### src/rtl/microwave_pkg.sv
// Shared types for the microwave cook timer: FSM states and BCD digit type.
package microwave_pkg;

    typedef enum logic [1:0] {IDLE, ARMED, RUN, DONE} mwt_state_t;

    typedef logic [3:0] bcd_t;

    localparam bcd_t BCD_MAX_SEC_TENS = 4'd5;

endpackage

### src/rtl/mw_bcd_countdown.sv
// Combinational one-second decrement of an {m10,m1,s10,s1} BCD time with
// minute:second borrow; also flags zero and one-second values.
module mw_bcd_countdown
    import microwave_pkg::*;
(
    input  logic [15:0] time_in,
    output logic [15:0] time_out,
    output logic        is_zero,
    output logic        is_one
);

    bcd_t m10, m1, s10, s1;

    assign m10 = time_in[15:12];
    assign m1  = time_in[11:8];
    assign s10 = time_in[7:4];
    assign s1  = time_in[3:0];

    assign is_zero = (time_in == 16'h0000);
    assign is_one  = (time_in == 16'h0001);

    // Borrow ripples s1 -> s10 -> m1 -> m10; tens of seconds refill to 5,
    // so entered values like 0090 simply count down without normalisation.
    always_comb begin
        time_out = time_in;
        if (s1 != 4'd0) begin
            time_out[3:0] = s1 - 4'd1;
        end else begin
            time_out[3:0] = 4'd9;
            if (s10 != 4'd0) begin
                time_out[7:4] = s10 - 4'd1;
            end else begin
                time_out[7:4] = BCD_MAX_SEC_TENS;
                if (m1 != 4'd0) begin
                    time_out[11:8] = m1 - 4'd1;
                end else begin
                    time_out[11:8]  = 4'd9;
                    time_out[15:12] = m10 - 4'd1;
                end
            end
        end
    end

endmodule

### src/rtl/microwave_timer.sv
// Cook-time entry and countdown: BCD keypad entry, 1 s countdown while heat
// is high, and a level finish that holds until the door opens.
module microwave_timer
    import microwave_pkg::*;
#(
    parameter  int TICK_DIV = 50_000_000,
    localparam int CW       = $clog2(TICK_DIV)
) (
    input  logic        clk,
    input  logic        nrst,
    input  logic        key_valid,
    input  logic [3:0]  key_digit,
    input  logic        clear,
    input  logic        heat,
    input  logic        door,
    output logic        finish,
    output logic [15:0] time_bcd,
    output logic        running
);

    localparam logic [CW-1:0] PRESC_MAX = CW'(TICK_DIV - 1);

    mwt_state_t    state;
    logic [CW-1:0] presc;
    logic [15:0]   dec_time;
    logic [15:0]   key_time;
    logic          is_zero;
    logic          is_one;
    logic          key_ok;

    mw_bcd_countdown u_countdown (
        .time_in  (time_bcd),
        .time_out (dec_time),
        .is_zero  (is_zero),
        .is_one   (is_one)
    );

    // key_valid and clear are single-cycle strobes sampled on every edge with
    // no backpressure: a strobe outside IDLE/ARMED (clear: outside DONE) is lost.
    assign key_ok   = key_valid && (key_digit <= 4'd9);
    assign key_time = {time_bcd[11:0], key_digit};

    always_ff @(posedge clk or negedge nrst) begin
        if (!nrst) begin
            state    <= IDLE;
            time_bcd <= 16'h0000;
            presc    <= '0;
            finish   <= 1'b0;
            running  <= 1'b0;
        end else begin
            case (state)
                IDLE, ARMED: begin
                    if (clear) begin
                        time_bcd <= 16'h0000;
                        presc    <= '0;
                        state    <= IDLE;
                    end else if (key_ok) begin
                        time_bcd <= key_time;
                        state    <= (key_time != 16'h0000) ? ARMED : IDLE;
                    end else if (heat) begin
                        // Heat with nothing to count ends at once so the
                        // controller always sees a finish.
                        if (is_zero) begin
                            state  <= DONE;
                            finish <= 1'b1;
                        end else begin
                            state   <= RUN;
                            running <= 1'b1;
                        end
                    end
                end
                RUN: begin
                    if (clear) begin
                        time_bcd <= 16'h0000;
                        presc    <= '0;
                        state    <= IDLE;
                        running  <= 1'b0;
                    end else if (!heat) begin
                        // Prescaler is held so a resumed cook loses no time.
                        state   <= ARMED;
                        running <= 1'b0;
                    end else if (presc == PRESC_MAX) begin
                        presc    <= '0;
                        time_bcd <= dec_time;
                        if (is_one) begin
                            state   <= DONE;
                            finish  <= 1'b1;
                            running <= 1'b0;
                        end
                    end else begin
                        presc <= presc + 1'b1;
                    end
                end
                DONE: begin
                    if (door) begin
                        time_bcd <= 16'h0000;
                        presc    <= '0;
                        state    <= IDLE;
                        finish   <= 1'b0;
                    end
                end
                default: state <= IDLE;
            endcase
        end
    end

endmodule

### config.mk
export PLATFORM = sky130hd
export DESIGN_NAME = microwave_timer
export DESIGN_NICKNAME = d
export VERILOG_FILES = /design/src/rtl/microwave_pkg.sv /design/src/rtl/mw_bcd_countdown.sv /design/src/rtl/microwave_timer.sv
export SDC_FILE = /design/constraint.sdc
export NUM_CORES = 1
export LEC_CHECK = 0
export ABC_AREA = 1
export CAP_MARGIN = 20
export CORE_ASPECT_RATIO = 1.25
export CORE_MARGIN = 1
export CORE_UTILIZATION = 62
export DETAILED_ROUTE_END_ITERATION = 6
export PLACE_DENSITY = 0.91
export SYNTH_ARGS = -nofsm -noshare
export SYNTH_HDL_FRONTEND = slang
export SYNTH_SLANG_ARGS = --single-unit
export TNS_END_PERCENT = 1
### constraint.sdc
create_clock -name clk -period 4.5 [get_ports clk]
set_clock_uncertainty 0.05 [all_clocks]
set_input_delay 0.9 -clock clk [delete_from_list [all_inputs] [get_ports clk]]
set_output_delay 0.9 -clock clk [all_outputs]
set_load 0.01 [all_outputs]
# Word level (Yosys, flattened, before mapping)

Index checks and enable logic that the tools add are counted.

Bits in registers: 46
Input port bits: 10
Logic and storage cells: 105

$add $sub $neg: 5
$lt $le $gt $ge: 1
Equal/unequal tests: 25
Multiplexer cells: 49
Reductions and logical operators: 17

Operator list:

| kind                  | number |
|---|---|
| $mux 26               | 5 |
| $mux 16               | 6 |
| $pmux 26 s3           | 1 |
| $pmux 16 s3           | 1 |
| $add 26x1->26 const B | 1 |
| $eq 26x26->1 const B  | 1 |
| $ne 2x2->1 const B    | 11 |
| $mux 1                | 19 |
| $ne 3x3->1 const B    | 6 |
| $eq 16x1->1 const B   | 1 |
| $logic_not 16->1      | 1 |
| $mux 2                | 8 |
| $mux 4                | 4 |
| $reduce_bool 16->1    | 1 |
| $sub 4x1->4 const B   | 4 |
| $reduce_and 7->1      | 2 |
| $mux 12               | 1 |
| $ne 4x4->1 const B    | 3 |
| $reduce_bool 4->1     | 3 |
| $reduce_and 9->1      | 1 |
| $mux 8                | 1 |
| $reduce_and 4->1      | 2 |
| $pmux 2 s3            | 1 |
| $reduce_and 6->1      | 1 |
| 11 further kinds      | 12 |

# Logic depth before layout (Yosys ltp)

Word-level depth: 8
Gate-level depth with buffers: 11
Depth with buffers taken out: 11

# By module

A second synthesis with hierarchy kept.

Cell total of the unflattened synthesis: 509
Area total of the unflattened synthesis: 3403.3 sq um

Modules (own cells, without submodules):

| module           | times used | cells an instance | area an instance (sq um) |
|---|---|---|---|
| microwave_timer  | 1          | 425               | 2991.6 |
| mw_bcd_countdown | 1          | 84                | 411.6 |

# Worst setup path after synthesis

OpenSTA, ideal clock, no wires.

Kind: in2reg
Start: in key_digit[1]
End: reg time_bcd[12]
Setup time: 124 ps
Arrival: 1705 ps
Required time: 4326 ps
Path slack: 2621 ps
Stages on the path: 8
Path buffers: 0
Path through: nor2_1 > o21ai_0 > nand2_1 > nand2_1 > nor2_4 > nand3_2 > nand2_1 > o21ai_1

Word-level cells in the longest chain between the ends: 4

Ends and longest elaborated chain:

| item                              | line                  | text |
|---|---|---|
| start: declaration                | microwave_timer.sv:12 | `input logic [3:0] key_digit,` |
| $le 4x4->1                        | microwave_timer.sv:40 | `assign key_ok = key_valid && (key_digit <= 4'd9);` |
| $logic_and 1x1->1                 | microwave_timer.sv:40 |  |
| $ne 3x3->1 (no source line)       | n/a                   |  |
| $reduce_and 7->1 (no source line) | n/a                   |  |
| end signal: assignment            | microwave_timer.sv:58 | `time_bcd <= key_time;` |
| end signal: assignment            | microwave_timer.sv:84 | `time_bcd <= dec_time;` |
| end: declaration                  | microwave_timer.sv:17 | `output logic [15:0] time_bcd,` |

No other way between the ends.
A chain may end at the register's enable or synchronous reset.

# Final worst setup path

Start: in clear
End: reg presc[9]

Word-level cells in the longest chain between the ends: 2
Elaborated cells on any way between the ends: 5
Classes of those cells: eq/ne: 2; mux: 2; reduce/logical: 1

Ends and longest elaborated chain:

| item                                                             | line                  | text |
|---|---|---|
| start: declaration                                               | microwave_timer.sv:13 | `input logic clear,` |
| $ne 3x3->1 (no source line) (tied with other cells)              | n/a                   |  |
| $reduce_and 3->1 (no source line) or $pmux 26 s3 (tied branches) | n/a                   |  |
| end signal: assignment                                           | microwave_timer.sv:91 | `presc <= presc + 1'b1;` |
| end: declaration                                                 | microwave_timer.sv:24 | `logic [CW-1:0] presc;` |

Several ways; a longest one is shown, not always the timed one.

==> results.sh <==
export IMPL_cts_buffers=5
export IMPL_synth_top_family_by_area="simple AND/OR/NAND/NOR gates"
export IMPL_relSlewSlack_pct=71.9
export IMPL_firstDrtPassIters=5
export IMPL_reg2reg_depth=8
export IMPL_num_rows=28
export IMPL_max_cap_violations=0
export IMPL_syn_to_final_growth_pct=14.1
export IMPL_vias=3005
export IMPL_crit_chain="clkdlybuf4s50_1 > nor2_4 > nand2_2 > nand3_4 > inv_2 > nand2_2 > inv_2 > nor3_1"
export IMPL_fin_ws_ns=1.75
export IMPL_synth_edf_count=0
export IMPL_leakage_nw=1.63
export IMPL_vias_per_cell=5.66
export IMPL_crit_fanout=14
export IMPL_slowest_stage="clkdlybuf4s50_1"
export IMPL_wl_per_cell_um=14.3
export IMPL_finalSetupTns_ns=0
export IMPL_hpwl_um=5600
export IMPL_coreArea_um2=4730
export IMPL_synthTopCellsByCount="nand2_1 (105), nor2_1 (67), inv_1 (54)"
export IMPL_clockRootBuffer="clkbuf_8"
export IMPL_period_minus_slack_ns=2.75
export IMPL_dp_cells=522
export IMPL_cp_slowest_stage_delay_ns=0.53
export IMPL_synth_top_cell_area_share_pct=37.6
export IMPL_syn_area_um2=3070
export IMPL_yosysMostFrequentCell="nand2_1"
export IMPL_synth_async_reset_ratio_pct=100
export IMPL_yosysWarningCount=0
export IMPL_power_density_nw_per_um2=458
export IMPL_io_pins=28
export IMPL_slew_viol_final=0
export IMPL_muxShareOfSynthArea_pct=0
export IMPL_min_path_type="in -> async"
export IMPL_grt_usage_pct=31.2
export IMPL_fin_area_um2=3500
export IMPL_cp_required_ns=4.67
export IMPL_io_buffers=27
export IMPL_crit_buf_inv=3
export IMPL_gp_congestion=0.972
export IMPL_cts_tree="done"
export IMPL_final_cell_count_no_fill=531
export IMPL_cp_end_kind="flop"
export IMPL_ys_seq_elements=46
export IMPL_status="finished, final reports clean"
export IMPL_drtIter0Drc=176
export IMPL_dpl_cell_area_um2=3360
export IMPL_regArea_um2=1150
export IMPL_gr_total_overflow=0
export IMPL_die_area_um2=5230
export IMPL_clock_sinks=46
export IMPL_path_class="in -> reg"
export IMPL_grt_pass1_vias=2867
export IMPL_cts_buffer_depth=2
export IMPL_nFillCells=361
export IMPL_synthSimpleGateAreaFrac_pct=37.6
export IMPL_path_delay_family="simple AND/OR/NAND/NOR gates"
export IMPL_worstMarginPinSlew_ns=0.417
export IMPL_die_width_um=64.9
export IMPL_post_cts_buffers=0
export IMPL_multi_input_area_um2=1650
export IMPL_ys_flop_type="dfrtp_1"
export IMPL_max_freq_mhz=364
export IMPL_critPathLaunchType="primary input"
export IMPL_clk_pin_slew_worst_paths_ns=0.09
export IMPL_drive_gt1_share_pct=8.70
export IMPL_synthXorXnorAreaFrac_pct=1.71
export IMPL_postSynthCellCount=440
export IMPL_antenna_found_initial=0
export IMPL_fp_dieH_um=80.6
export IMPL_grt_max_degree=47
export IMPL_cts_hold_buffers=0
export IMPL_finalCritPeriodShare_pct=61.1
export IMPL_initial_core_util_pct=64.8
export IMPL_setup_viol=0
export IMPL_avgSynthCellArea_um2=6.97
export IMPL_rsz0062_at_grt="no"
export IMPL_synth_fa_ha_area_share_pct=3.27
export IMPL_synth_top_cell_by_area="dfrtp_1"
export IMPL_insertion_delay_ns=0.31
export IMPL_yosys_top_cells_area="dfrtp_1 (38%), nand2_1 (13%), nor2_1 (8.2%)"
export IMPL_antenna_left=0
export IMPL_hold_viol_final=0
export IMPL_reg2reg_to="presc[9]"
export IMPL_ir_worst_vdd_uv=225
export IMPL_drt_wl_total_um=7590
export IMPL_layout_nets=488
export IMPL_synth_cell_types=32
export IMPL_holdWs_ns=0.447
export IMPL_grt_first_pass_wirelength_um=12500
export IMPL_cp_data_arrival_time_ns=2.92
export IMPL_r2r_start="state[1]"
export IMPL_cts_repair_resized=0
export IMPL_yosysSeqAreaShare_pct=37.6
export IMPL_diodes=0
export IMPL_r2r_slack_ns=2.32
export IMPL_syn_num_nets=458
export IMPL_htree_num_levels=2
export IMPL_drc=0
export IMPL_pre_cts_slack_ns=1.47
export IMPL_synth_compound_area_share_pct=11.2
## worst register-to-register path: cells and delay by family, from the launching register on
kind	cells	cell delay (ns)
buffers and inverters	2	0.29
AND/OR/NAND/NOR	6	1.26
flip-flops	1	0.48
## logic make-up (layout without fill, tap and decap cells)
| group | count (synthesis) | after routing |
|---|---|---|
| buffers and inverters | 65 | 96 |
| AOI/OAI and AO/OA | 63 | 63 |
| adders and majority gates | 8 | 8 |
| DFF | 46 | 46 |
| xor gates and xnor gates | 6 | 6 |
| and+or+nand+nor | 252 | 252 |
## registers in the layout, indices dropped and copies added (netlist names)
register  flops
presc        26
state         2
running       1
finish        1
time_bcd     16
## placed cells by master (no fill, tap or decap), drive strengths merged, types with 4 or more instances in the layout
cell / count
clkdlybuf4s50: 26
o21ai: 19
xor2: 4
nand4: 9
a22oi: 5
nor2: 78
nand2: 116
inv: 60
ha: 8
clkbuf: 5
a21oi: 31
dfrtp: 46
nand3: 38
nor3: 9
## worst max path at each step
| stage | depth (start not counted) | from | end |
|---|---|---|---|
| floorplan | 8 | key_digit[1] | time_bcd[12] |
| global placement | 8 | clear | presc[9] |
| detailed placement | 8 | clear | presc[9] |
| CTS | 8 | clear | presc[9] |
| global route | 8 | clear | presc[9] |
| finish | 8 | clear | presc[9] |
## metal layers
| layer | part of all wire, % | global-route usage, % |
|---|---|---|
| met1 | 38 | 33.6 |
| met4 | 4.9 | 20.0 |
| met3 | 4.5 | 4.26 |
| met5 | 0 | 0 |
| met2 | 52 | 56.4 |
## where the power goes
part | leakage [nW] | internal, mW | switching [mW] | total (mW)
combinational | 0.961 | 0.292 | 0.426 | 0.718
clock | 0.0504 | 0.165 | 0.151 | 0.316
sequential | 0.622 | 0.485 | 0.0850 | 0.570
## final cells by class
type | count | share of cell area (%)
clock buffer | 5 | 1.97
clock inverter | 3 | 1.29
inverter | 60 | 6.44
multi-input combinational | 329 | 47.1
sequential | 46 | 32.9
tap | 60 | 2.15
timing repair buffer | 28 | 8.15
## per-stage QoR
| step | total power, mW | util, % |
|---|---|---|
| 4_1_cts | 1.60 | 73.5 |
| 2_1_floorplan | 1.02 | - |
| 3_5_place_dp | 1.28 | 71.1 |
| 6_report | 1.60 | 74.0 |
| 3_3_place_gp | 1.25 | 71.1 |
| 5_1_grt | 1.71 | 74.0 |
Note: power is estimated with default switching activity, not from simulation.
==> RTL edit 1 (config.mk and constraints unchanged) <==
Set the parameter `TICK_DIV` to 12_500_000 (it was 50_000_000).
--- a/src/rtl/microwave_timer.sv
+++ b/src/rtl/microwave_timer.sv
@@ -4,5 +4,5 @@
     import microwave_pkg::*;
 #(
-    parameter  int TICK_DIV = 50_000_000,
+    parameter  int TICK_DIV = 12_500_000,
     localparam int CW       = $clog2(TICK_DIV)
 ) (
Formal check against the unedited RTL: no difference found for any inputs over 4 cycles, from zero or initial values and one cycle with nrst low; that may be too few to reach the edited logic, so the function may still have changed.
==> RTL edit 1 against the unedited design <==
  * Cell count is 3.4% lower
  * Combinational power is 7.9% higher
  * Maximum frequency is 13% higher
  * Sequential power is 2% lower
  * Highest routed layer unchanged
  * Cell area is 2.7% lower
  * Area after synthesis is 2.9% lower
  * Core utilization is 1.8 points higher
  * Global-route usage is 0.090 points higher
  * Sequential cell count is 2 lower
  * Synthesized cell count is 3.9% lower
  * Wire length is 5.5% lower
  * Total power hardly changed
  * Worst setup slack better by 0.32 ns
  * Largest cell class unchanged
==> RTL edit 1: results (changes against the unedited design) <==
- Status: finished, final reports clean (unchanged)
- Slowest stage delay, CP: 0.48 ns (was 0.53 ns)
- Max Fanout on Critical Path: 10 (was 14)
- Vias in the first global route: 2930 (was 2867)
- Post-synthesis xor/xnor area fraction: 0.01471 (was 0.01714)
- Routed Wire Length: 7173 µm (was 7588 µm)
- Placed Area: 3284 µm² (was 3364 µm²)
- Post-synth top cells: 104 x nand2_1, 58 x nor2_1, 55 x inv_1 (was 105 x nand2_1, 67 x nor2_1, 54 x inv_1)
- Area share of buffers outside the clock network: 0.08600 (was 0.08155)
- Area of the multi-input gates: 1617 µm² (was 1648 µm²)
- Cell row count: 27 (was 28)
- #MultiIn Comb: 316 (was 329)
- Largest regs: presc x24, time_bcd x16, state x2 (was presc x26, time_bcd x16, state x2)
- Synth unique cells: 37 (was 32)
- FILL cells: 351 (was 361)
- First-pass GRT wire length: 12390 µm (was 12450 µm)
- Sequential share of the synthesized area: 0.3697 (was 0.3755)
- Synth area leaders: dfrtp_1 37%, nand2_1 13%, nor2_1 7.3% (was dfrtp_1 38%, nand2_1 13%, nor2_1 8.2%)
- Hold WS: 0.4618 ns (was 0.4467 ns)
- Area grow syn2layout: 14.33% (was 14.12%)
- CP Capture Point: time_bcd[9] (was presc[9])
- DP HPWL: 5320 µm (was 5603 µm)
- CTS sink count: 44 (was 46)
- DR pass1 iterations: 4 (was 5)
- Adder-cell share of the synthesized area: 0.03361 (was 0.03265)
- Place WS: 1.778 ns (was 1.469 ns)
- Slew margin rel.: 0.6367 (was 0.7190)
- Crit path DAT: 2.58 ns (was 2.92 ns)
- DR iter-0 viols: 195 (was 176)
- Inst Count DP: 504 (was 522)
- Routability congestion estimate: 0.9352 (was 0.9716)
- Layout Cells excl Fill: 513 (was 531)
- All-Layer GR Usage: 0.3131 (was 0.3122)
- Peak VDD IR: 0.3761 mV (was 0.2249 mV)
- Flop2flop setup slack: 2.63 ns (was 2.32 ns)
- Mapped Nets: 441 (was 458)
- Logic inverters: 59 (was 60)
- Synth Area in Compound Gates: 0.1160 (was 0.1122)
- HP Class: flop to flop (was input port to async pin)
- Via density: 5.651 (was 5.659)
- Leak pwr: 0.001594 µW (was 0.001633 µW)
- # nets final: 472 (was 488)
- Post-Synthesis Cells: 423 (was 440)
- I/O Buffers: 27 (unchanged)
- Max Freq: 0.4113 GHz (was 0.3638 GHz)
- Clk tree area frac: 0.02720 (was 0.03255)
- Worst Setup SP: key_digit[1] (was clear)
- Pin count of the biggest net entering global routing: 45 (was 47)
- Hold depth: 2
-- RTL edit 1: cell types whose count changed in the layout (fill, tap and decap cells not counted), moves of 3 or more --
cell,delta
o21ai_0,+14
inv_2,-4
o21ai_1,-4
nor2_1,-9
nor2_2,-3
a21oi_1,-9
nor2_4,+3
nand2_2,-3
-- RTL edit 1: where the power goes --
group | switching [µW] | internal, µW
combinational | 456 | 318
clock | 158 | 110
sequential | 91.5 | 470
-- RTL edit 1: layer usage --
layer / GRT usage / wire, µm / part of all wire / vias to the layer above
met5: 0 / 0 / 0 / -
met4: 0.1614 / 246 / 0.034 / 0
met3: 0.04571 / 286 / 0.040 / 26
met2: 0.5968 / 3889 / 0.54 / 88
met1: 0.3266 / 2750 / 0.38 / 1362
li1: - / - / - / 1423
-- RTL edit 1: critical path, delay by kind of cell --
family / cells / cell delay [ns]
AND/OR/NAND/NOR: 6 / 0.75
buffers and inverters: 2 / 0.58
AO/OA/AOI/OAI: 2 / 0.37
==> RTL edit 2 (same settings) <==
Without the edit above. Add an input register stage for `key_digit`, with the module's reset; this delays it by one clock. The other inputs are not delayed to match.
--- a/src/rtl/microwave_timer.sv
+++ b/src/rtl/microwave_timer.sv
@@ -21,4 +21,14 @@
     localparam logic [CW-1:0] PRESC_MAX = CW'(TICK_DIV - 1);
 
+    logic [3:0] key_digit_q;
+
+    always_ff @(posedge clk or negedge nrst) begin
+        if (!nrst) begin
+            key_digit_q <= '0;
+        end else begin
+            key_digit_q <= key_digit;
+        end
+    end
+
     mwt_state_t    state;
     logic [CW-1:0] presc;
@@ -38,6 +48,6 @@
     // key_valid and clear are single-cycle strobes sampled on every edge with
     // no backpressure: a strobe outside IDLE/ARMED (clear: outside DONE) is lost.
-    assign key_ok   = key_valid && (key_digit <= 4'd9);
-    assign key_time = {time_bcd[11:0], key_digit};
+    assign key_ok   = key_valid && (key_digit_q <= 4'd9);
+    assign key_time = {time_bcd[11:0], key_digit_q};
 
     always_ff @(posedge clk or negedge nrst) begin
Function: changed (a bounded check fails within 4 cycles, from zero or initial values and one cycle with nrst low).
==> RTL edit 2 against the unedited design <==
  * Cell count grew 4.5%
  * Sequential cell count grew 4
  * Wire length grew 2.7%
  * Cell area grew 4.4%
  * Worst setup slack gained 0.11 ns
  * Clock power grew 1%
  * Area after synthesis grew 5.7%
  * Total power grew 8.5%
  * Critical path type unchanged
  * Highest routed layer unchanged
==> RTL edit 2: results (changes against the unedited design) <==
- Sequential share of the synthesized area: 0.3861 (was 0.3755)
- HP Class: flop to flop (was input port to async pin)
- Synth area leaders: dfrtp_1 39%, nand2_1 15%, nor2_1 8.6% (was dfrtp_1 38%, nand2_1 13%, nor2_1 8.2%)
- Mapped Nets: 481 (was 458)
- DR pass1 iterations: 5 (unchanged)
- Vias: 3115 (was 3005)
- DR iter-0 viols: 231 (was 176)
- Worst-margin pin slew: 0.6083 ns (was 0.4171 ns)
- Slowest CP cell: nor2_2 (was clkdlybuf4s50_1)
- Vias in the first global route: 3006 (was 2867)
- DP HPWL: 5714 µm (was 5603 µm)
- Core area: 5044 µm² (was 4730 µm²)
- Leak pwr: 0.001677 µW (was 0.001633 µW)
- Routed len/inst: 14.04 µm (was 14.29 µm)
- Peak VDD IR: 0.4191 mV (was 0.2249 mV)
- Initial antenna violation count: 0 (unchanged)
- Met2 Resource Use GR: 0.5464 (was 0.5635)
- Slowest stage delay, CP: 0.51 ns (was 0.53 ns)
- WP buf/inv: 2 (was 3)
- Status: finished, final reports clean (unchanged)
- All-Layer GR Usage: 0.3012 (was 0.3122)
- Pin count of the biggest net entering global routing: 51 (was 47)
- CTS clk-pin slew, worst paths: 0.09 ns (about the same)
- # nets final: 510 (was 488)
- Ys Warns: 0 (unchanged)
- Post-CTS Setup Repair Bufs: 0 (unchanged)
- Routability congestion estimate: 0.9170 (was 0.9716)
- Power Total: 1740 µW (was 1604 µW)
- Ratio of cells with drive above 1 in the final layout: 0.08114 (was 0.08705)
- Post-synth top cells: 128 x nand2_1, 74 x nor2_1, 50 x dfrtp_1, 50 x inv_1, 37 x nand3_1 (was 105 x nand2_1, 67 x nor2_1, 54 x inv_1)
- Largest regs: presc x26, time_bcd x16, key_digit_q x4 (was presc x26, time_bcd x16, state x2)
- Crit path DAT: 2.83 ns (was 2.92 ns)
- Max Fanout on Critical Path: 15 (was 14)
- Grt met1 use: 0.3288 (was 0.3360)
- Met3 Use GR: 0.06044 (was 0.04261)
- First-pass GRT wire length: 12940 µm (was 12450 µm)
- Synth unique cells: 35 (was 32)
- Num CTS Buffers: 5 (unchanged)
[RTL edit 2: cell count changes in the layout (fill, tap and decap cells not counted), moves of 3 or more]
cell     unedited run  this run
nand2_1           105       128
a21oi_1            31        12
nand4_1             9        18
nor2_1             67        74
o22ai_1             1         8
dfrtp_1            46        50
inv_1              54        50
a22oi_1             5         2
o21ai_1             8         5
[RTL edit 2: path summary, 6_finish.rpt]
path	from	endpoint	slack, ns	depth (start not counted)
max	clear	presc[4]	1.87	8
min	finish	finish	0.45	2
max reg2reg	state[1]	presc[4]	2.34	8
min reg2reg	finish	finish	0.45	2
max in group asynchronous	nrst	state[0]	3.31	2
min in group asynchronous	nrst	presc[7]	0.53	1
[RTL edit 2: area by class of cell]
class,instances,area [µm²]
Tap cell,62,77.57
Inverter,58,220.2
Sequential cell,50,1251
Fill cell,411,1390
Multi-Input combinational cell,349,1713
Timing Repair Buffer,28,285.3
Clock inverter,1,30.03
Clock buffer,7,76.32
[RTL edit 2: power by group]
part,internal [µW],switching [µW],total [µW]
Sequential,527,95.8,623
Combinational,327,470,797
Clock,167,154,320
[RTL edit 2: cell families (layout without fill, tap and decap cells)]
logic type | Yosys count | count (layout) | synth area share
and+or+nand+nor | 288 | 288 | 0.3973
buffers and inverters | 64 | 94 | 0.08533
DFF | 50 | 50 | 0.3861
AOI/OAI and AO/OA | 45 | 45 | 0.07838
adders and majority gates | 8 | 8 | 0.03089
xor gates and xnor gates | 7 | 7 | 0.01892
muxes | 1 | 1 | 0.003089
[RTL edit 2: routing by layer]
layer / part of all wire / wire length (µm) / up-vias
met2: 0.54 / 4182 / 101
met1: 0.39 / 3068 / 1446
met3: 0.043 / 336 / 19
li1: - / - / 1549
met5: 0 / 0 / -
met4: 0.026 / 204 / 0
[RTL edit 2: tightest hold or removal path: cells and delay by family (launching register included)]
kind	cells	cell delay (ns)
flip-flops	1	0.37
AND/OR/NAND/NOR	2	0.10
[RTL edit 2: stage by stage]
stage	area (µm²)	std cells	util	setup WS, ns
floorplan	3241	463	-	2.586
finish	3654	555	0.7244	1.865
CTS	3633	554	0.7204	1.873
detailed placement	3527	546	0.6993	1.551
global route	3654	555	0.7244	1.663
global placement	3527	546	0.6993	1.609
